**config.mk**
```make
export PLATFORM = sky130hd
export DESIGN_NAME = sr_reg_write_arbiter
export DESIGN_NICKNAME = d
export VERILOG_FILES = /design/src/rtl/sr_arb_pkg.sv /design/src/rtl/rr_picker.sv /design/src/rtl/sr_reg_write_arbiter.sv
export SDC_FILE = /design/constraint.sdc
export NUM_CORES = 1
export LEC_CHECK = 0
export CELL_PAD_IN_SITES_DETAIL_PLACEMENT = 2
export CELL_PAD_IN_SITES_GLOBAL_PLACEMENT = 2
export CORE_MARGIN = 4
export CORE_UTILIZATION = 20
export DETAILED_ROUTE_END_ITERATION = 10
export HOLD_SLACK_MARGIN = 0.1
export PLACE_DENSITY_LB_ADDON = 0.1
export SYNTH_ARGS = -nofsm -noshare
export SYNTH_HDL_FRONTEND = slang
export SYNTH_SLANG_ARGS = --single-unit
```
**constraint.sdc**
```tcl
create_clock -name clk -period 2.75 [get_ports clk]
set_clock_uncertainty 0.05 [all_clocks]
set_input_delay 0.6875 -clock clk [delete_from_list [all_inputs] [get_ports clk]]
set_output_delay 0.6875 -clock clk [all_outputs]
set_load 0.005 [all_outputs]
```
**src/rtl/sr_arb_pkg.sv**
```systemverilog
// Shared types and defaults for the SR register write arbiter.
package sr_arb_pkg;

  typedef enum logic [1:0] {
    IDLE  = 2'd0,
    DRIVE = 2'd1,
    CHECK = 2'd2
  } state_t;

  localparam int DEF_NREQ   = 4;
  localparam int DEF_WIDTH  = 8;
  localparam int DEF_NREGS  = 4;
  localparam int DEF_ADDR_W = 2;

  // Index width for n requesters; never narrower than one bit.
  function automatic int ptr_w(input int n);
    return (n > 1) ? $clog2(n) : 1;
  endfunction

endpackage

```
**src/rtl/rr_picker.sv**
```systemverilog
// Rotating-priority pick: first asserted request at or above base, wrapping.
// Latency: purely combinational.
// Backpressure: none; caller decides when the pick is consumed.
module rr_picker
  import sr_arb_pkg::*;
#(
  parameter int N = DEF_NREQ,
  parameter int W = ptr_w(N)
) (
  input  logic [N-1:0] req,
  input  logic [W-1:0] base,
  output logic         vld,
  output logic [W-1:0] idx
);

  int best;

  // Keep the requester with the smallest rotational distance from base.
  always_comb begin
    vld  = 1'b0;
    idx  = '0;
    best = N;
    for (int i = 0; i < N; i++) begin
      if (req[i] && (((i - int'(base) + N) % N) < best)) begin
        best = (i - int'(base) + N) % N;
        vld  = 1'b1;
        idx  = W'(i);
      end
    end
  end

endmodule

```
**src/rtl/sr_reg_write_arbiter.sv**
```systemverilog
// Round-robin owner of the SR register bank write port: drive S/R one cycle, verify readback, ack.
// Latency: grant edge -> DRIVE one cycle -> CHECK one cycle (ack) -> IDLE; one write per 3 cycles.
// Backpressure: requesters hold req until ack; losers wait, nothing is dropped.
module sr_reg_write_arbiter
  import sr_arb_pkg::*;
#(
  parameter int NREQ   = DEF_NREQ,
  parameter int WIDTH  = DEF_WIDTH,
  parameter int NREGS  = DEF_NREGS,
  parameter int ADDR_W = DEF_ADDR_W
) (
  input  logic                     clk,
  input  logic                     rst_n,
  input  logic [NREQ-1:0]          req,
  input  logic [NREQ*ADDR_W-1:0]   req_addr,
  input  logic [NREQ*WIDTH-1:0]    req_data,
  output logic [NREQ-1:0]          ack,
  output logic                     busy,
  output logic [WIDTH-1:0]         s_out,
  output logic [WIDTH-1:0]         r_out,
  output logic [NREGS-1:0]         reg_sel,
  input  logic [WIDTH-1:0]         q_in,
  output logic                     err,
  output logic [$clog2(NREQ)-1:0]  err_id,
  input  logic                     err_clr
);

  localparam int PW = ptr_w(NREQ);

  state_t              state_q, state_d;
  logic [PW-1:0]       ptr_q;
  logic [PW-1:0]       id_q;
  logic [ADDR_W-1:0]   addr_q;
  logic [WIDTH-1:0]    data_q;
  logic                pick_vld;
  logic [PW-1:0]       pick_id;
  logic                mismatch;

  rr_picker #(
    .N (NREQ),
    .W (PW)
  ) u_pick (
    .req  (req),
    .base (ptr_q),
    .vld  (pick_vld),
    .idx  (pick_id)
  );

  // Outputs decode from state flops only, so an async reset zeroes them at once.
  always_comb begin
    state_d = state_q;
    s_out   = '0;
    r_out   = '0;
    reg_sel = '0;
    ack     = '0;
    case (state_q)
      IDLE: begin
        if (pick_vld) state_d = DRIVE;
      end
      DRIVE: begin
        s_out   = data_q;
        r_out   = ~data_q;
        reg_sel = NREGS'(1) << addr_q;
        state_d = CHECK;
      end
      CHECK: begin
        ack     = NREQ'(1) << id_q;
        state_d = IDLE;
      end
      default: state_d = IDLE;
    endcase
  end

  assign busy     = (state_q != IDLE);
  assign mismatch = (state_q == CHECK) && (q_in != data_q);

  always_ff @(posedge clk or negedge rst_n) begin
    if (!rst_n) begin
      state_q <= IDLE;
      ptr_q   <= '0;
      id_q    <= '0;
      addr_q  <= '0;
      data_q  <= '0;
    end else begin
      state_q <= state_d;
      if (state_q == IDLE && pick_vld) begin
        id_q   <= pick_id;
        addr_q <= req_addr[pick_id*ADDR_W +: ADDR_W];
        data_q <= req_data[pick_id*WIDTH +: WIDTH];
      end
      if (state_q == CHECK) begin
        ptr_q <= (id_q == PW'(NREQ - 1)) ? '0 : id_q + 1'b1;
      end
    end
  end

  // A mismatch in the same cycle as err_clr keeps the flag set.
  always_ff @(posedge clk or negedge rst_n) begin
    if (!rst_n) begin
      err    <= 1'b0;
      err_id <= '0;
    end else if (mismatch) begin
      err    <= 1'b1;
      err_id <= id_q;
    end else if (err_clr) begin
      err    <= 1'b0;
    end
  end

endmodule

```
==> flow_summary_export.csv <==
group,metric,value,unit
worst_setup_path,crit_path_start_kind,"input pin",
timing,rsz0062_at_grt,"true",
drt,drc,0,
worst_setup_path,r2r-start,"ptr_q[1]$_DFFE_PN0P_",
timing,fmax,0.338,GHz
pwr,leakagePower,0.00123,uW
timing,drv_slew,0,
pwr,cellPowerDensity,1040,nW/um^2
timing,hold_viol,0,
clock_tree,cts_max_level,1,
final_layout,nFillCells,855,
timing,worst_pin_slew,0.576,ns
drt,first_iter_violations,58,
yosys,synth-compound-area-share,27.7,%
clock_tree,cts_tree,"done",
grt,grt_pass1_wl,10600,um
yosys,synthCells,171,
timing,relSlewSlack,61.5,%
status,status,"finished, violations left",
yosys,yosysWarnings,0,
yosys,synth_top_family_by_area,"compound AO/OA/AOI/OAI gates",
drt,wl,6470,um
die,ios,83,
drt,vias_per_cell,4.62,
clock_tree,cts_buffer_depth,2,
drt,via_count,1745,
final_layout,layout_common_cells,"80 x clkdlybuf4s50_1, 27 x buf_4, 19 x dfrtp_1, 13 x nor2_1, 12 x and2_1",
drt,dr.pass1.iters,4,
status,violations,"setup timing",
timing,fin_setup_tns,-2.06,ns
clock_tree,cts-root-buf,"clkbuf_8",
final_layout,final_common_cell,"clkdlybuf4s50_1",
clock_tree,cts_made_buffers,3,
die,rows,32,
worst_hold_path,hold_start,"err_id[1]$_DFFE_PN0P_",
worst_setup_path,cp-end-kind,"register",
yosys,synth_xor_xnor_area_share,4.99,%
timing,fin_crit_sh,108,%
drt,wl_per_cell,17.1,um
yosys,synth_fa_ha_area_share,4.75,%
die,dieArea,9380,um^2
die,dieWidth,96.9,um
drt,antenna_left,0,
final_layout,stdcell_count,378,
grt,grt_pass1_vias,1997,
yosys,synthSimpleGateAreaFrac,17.0,%
yosys,synthMuxAreaShare,8.48,%
final_layout,nets,338,
grt,gr-total-overflow,0,
worst_setup_path,worstSetupStartpoint,"req[0]",
worst_setup_path,path_class,"in -> reg",
clock_tree,clock_sinks,19,
pwr,power,3000,uW
yosys,postSynthAreaPerCell,9.23,um^2
pwr,ir_worst_vdd,294,uV
timing,hold_slack,0.468,ns
die,initial_core_util,20.5,%
worst_setup_path,worstPathRequired,2.82,ns
run,maxCapViolations,0,
clock_tree,clk_pin_slew,0.07,ns
die,fp.coreArea,7690,um^2
worst_setup_path,critPathMaxFanout,6,
timing,fin_ws,-0.209,ns
grt,grt_util_all_layers,13.7,%
yosys,synth_area,1580,um^2
final_layout,antenna-diode-count,0,
die,die_h,96.9,um
final_layout,areaGrowthSynthToFinish,83.2,%
place,gp_congestion,0.771,
worst_hold_path,hold_class,"reg -> reg",
yosys,synthesis.nets,232,
grt,antenna_found_initial,0,
place,dp_cells,363,
final_layout,drive_gt1_share,23.6,%
place,portBuffers,82,
timing,period_minus_slack,2.96,ns
place,dp_hpwl,5060,um
worst_setup_path,crit_arrival,3.02,ns
yosys,ys_ff_latch,19,
timing,setup_viol,12,
grt,grt_max_degree,20,
clock_tree,clkLatencyLatePin,0.25,ns
yosys,synthDistinctLibCells,41,
yosys,yosysSeqAreaShare,30.1,%
## worst max-delay path, stage by stage
cell	delay, ns
buf_6	0.10
buf_8	0.12
inv_12	0.04
o21ai_2	0.04
a32oi_2	0.23
ha_4	0.25
o22ai_4	0.15
o21ai_2	0.09
nor2_1	0.11
a21o_1	0.16
ha_4	0.16
and4b_1	0.19
a22oi_2	0.26
and2_4	0.21
buf_6	0.13
o22ai_2	0.07
## where the power goes
part	switching [uW]	total (uW)	internal, uW
registers	175	602	428
clock network	91.9	192	101
logic	973	2200	1230
## registers in the layout (all words and copies together), names as in the netlist
name and count:
ptr_q 2, data_q 8, err 1, id_q 2
addr_q 2, state_q 2, err_id 2
## per-layer routing
layer / GRT usage (%) / routed length (um) / vias up
met3: 2.60 / 322 / 6
met5: 0 / 0 / -
li1: - / - / 841
met2: 23.5 / 3120 / 61
met1: 17.8 / 2950 / 837
met4: 3.24 / 74 / 0
## path summary, 6_finish.rpt
kind | endpoint | slack, ns | cells after the start
min reg2reg | err_id[1]$_DFFE_PN0P_ | 0.47 | 1
max reg2reg | data_q[1]$_DFFE_PN0P_ | -0.08 | 13
max | data_q[1]$_DFFE_PN0P_ | -0.21 | 16
min in group asynchronous | data_q[4]$_DFFE_PN0P_ | 0.73 | 2
min | err_id[1]$_DFFE_PN0P_ | 0.47 | 1
max in group asynchronous | ptr_q[1]$_DFFE_PN0P_ | 1.71 | 2
## cell usage after synthesis
master / count / area share (%)
a211oi_1: 10 / 4.8
a21boi_0: 1 / 0.48
a21o_1: 1 / 0.48
a21oi_4: 1 / 1.0
a22oi_2: 1 / 0.79
a31oi_1: 2 / 0.79
a32oi_1: 1 / 0.55
and2_1: 13 / 5.2
and2b_1: 1 / 0.48
and3_1: 1 / 0.40
and4b_1: 2 / 1.3
buf_2: 4 / 1.3
buf_4: 2 / 0.95
buf_6: 1 / 0.71
buf_8: 1 / 0.95
clkbuf_1: 3 / 0.71
clkbuf_2: 2 / 0.63
dfrtp_1: 19 / 30
ha_1: 6 / 4.8
inv_1: 7 / 1.7
mux2_2: 3 / 2.1
mux2i_1: 10 / 6.3
nand2_1: 2 / 0.48
nand2b_1: 3 / 1.2
nand4_1: 2 / 0.79
nor2_1: 14 / 3.3
nor2b_1: 1 / 0.40
nor3_1: 3 / 0.95
nor3_2: 1 / 0.63
nor3b_1: 2 / 0.95
o211a_1: 10 / 6.3
o211ai_1: 10 / 4.8
o21a_1: 1 / 0.48
o21ai_0: 5 / 1.6
o21ai_1: 1 / 0.32
o21ai_2: 1 / 0.55
o21bai_1: 1 / 0.48
o22ai_1: 11 / 4.4
or2_4: 1 / 0.55
or2b_1: 1 / 0.48
xnor2_1: 9 / 5.0
## timing repair
item / 4_1_cts / 5_1_grt
hold buffers: 0 / 0
setup buffers: 7 / 2
setup endpoints to repair: 12 / 12
pin swaps: 15 / 2
endpoints found under the hold margin: 0 / 0
gates resized for setup: 34 / 1
cloned: 2 / 0
## area by class of cell
class                           count  area (um^2)  area share [%]
Multi-Input combinational cell    132         1120            38.7
Timing Repair Buffer              114         1090            37.5
Sequential cell                    19          475            16.4
Tap cell                          102          128            4.41
Clock buffer                        3         41.3            1.43
Inverter                            7         38.8            1.34
Clock inverter                      1         5.00           0.173
## per-stage QoR
step | area, um^2 | setup WS, ns | utilization, %
4_1_cts | 2870 | -0.144 | 37.4
3_5_place_dp | 2640 | -0.957 | 34.3
6_report | 2890 | -0.209 | 37.6
5_1_grt | 2890 | -0.344 | 37.6
2_1_floorplan | 1640 | -0.355 | -
3_3_place_gp | 2640 | -0.886 | 34.3
## logic make-up after synthesis
kind of cell | Yosys count
flops | 19
xor+xnor | 9
fa+ha+maj | 6
mux | 13
buf+inv | 20
compound gates | 57
simple gates | 47
No activity file was read; power rests on OpenSTA's default activity.
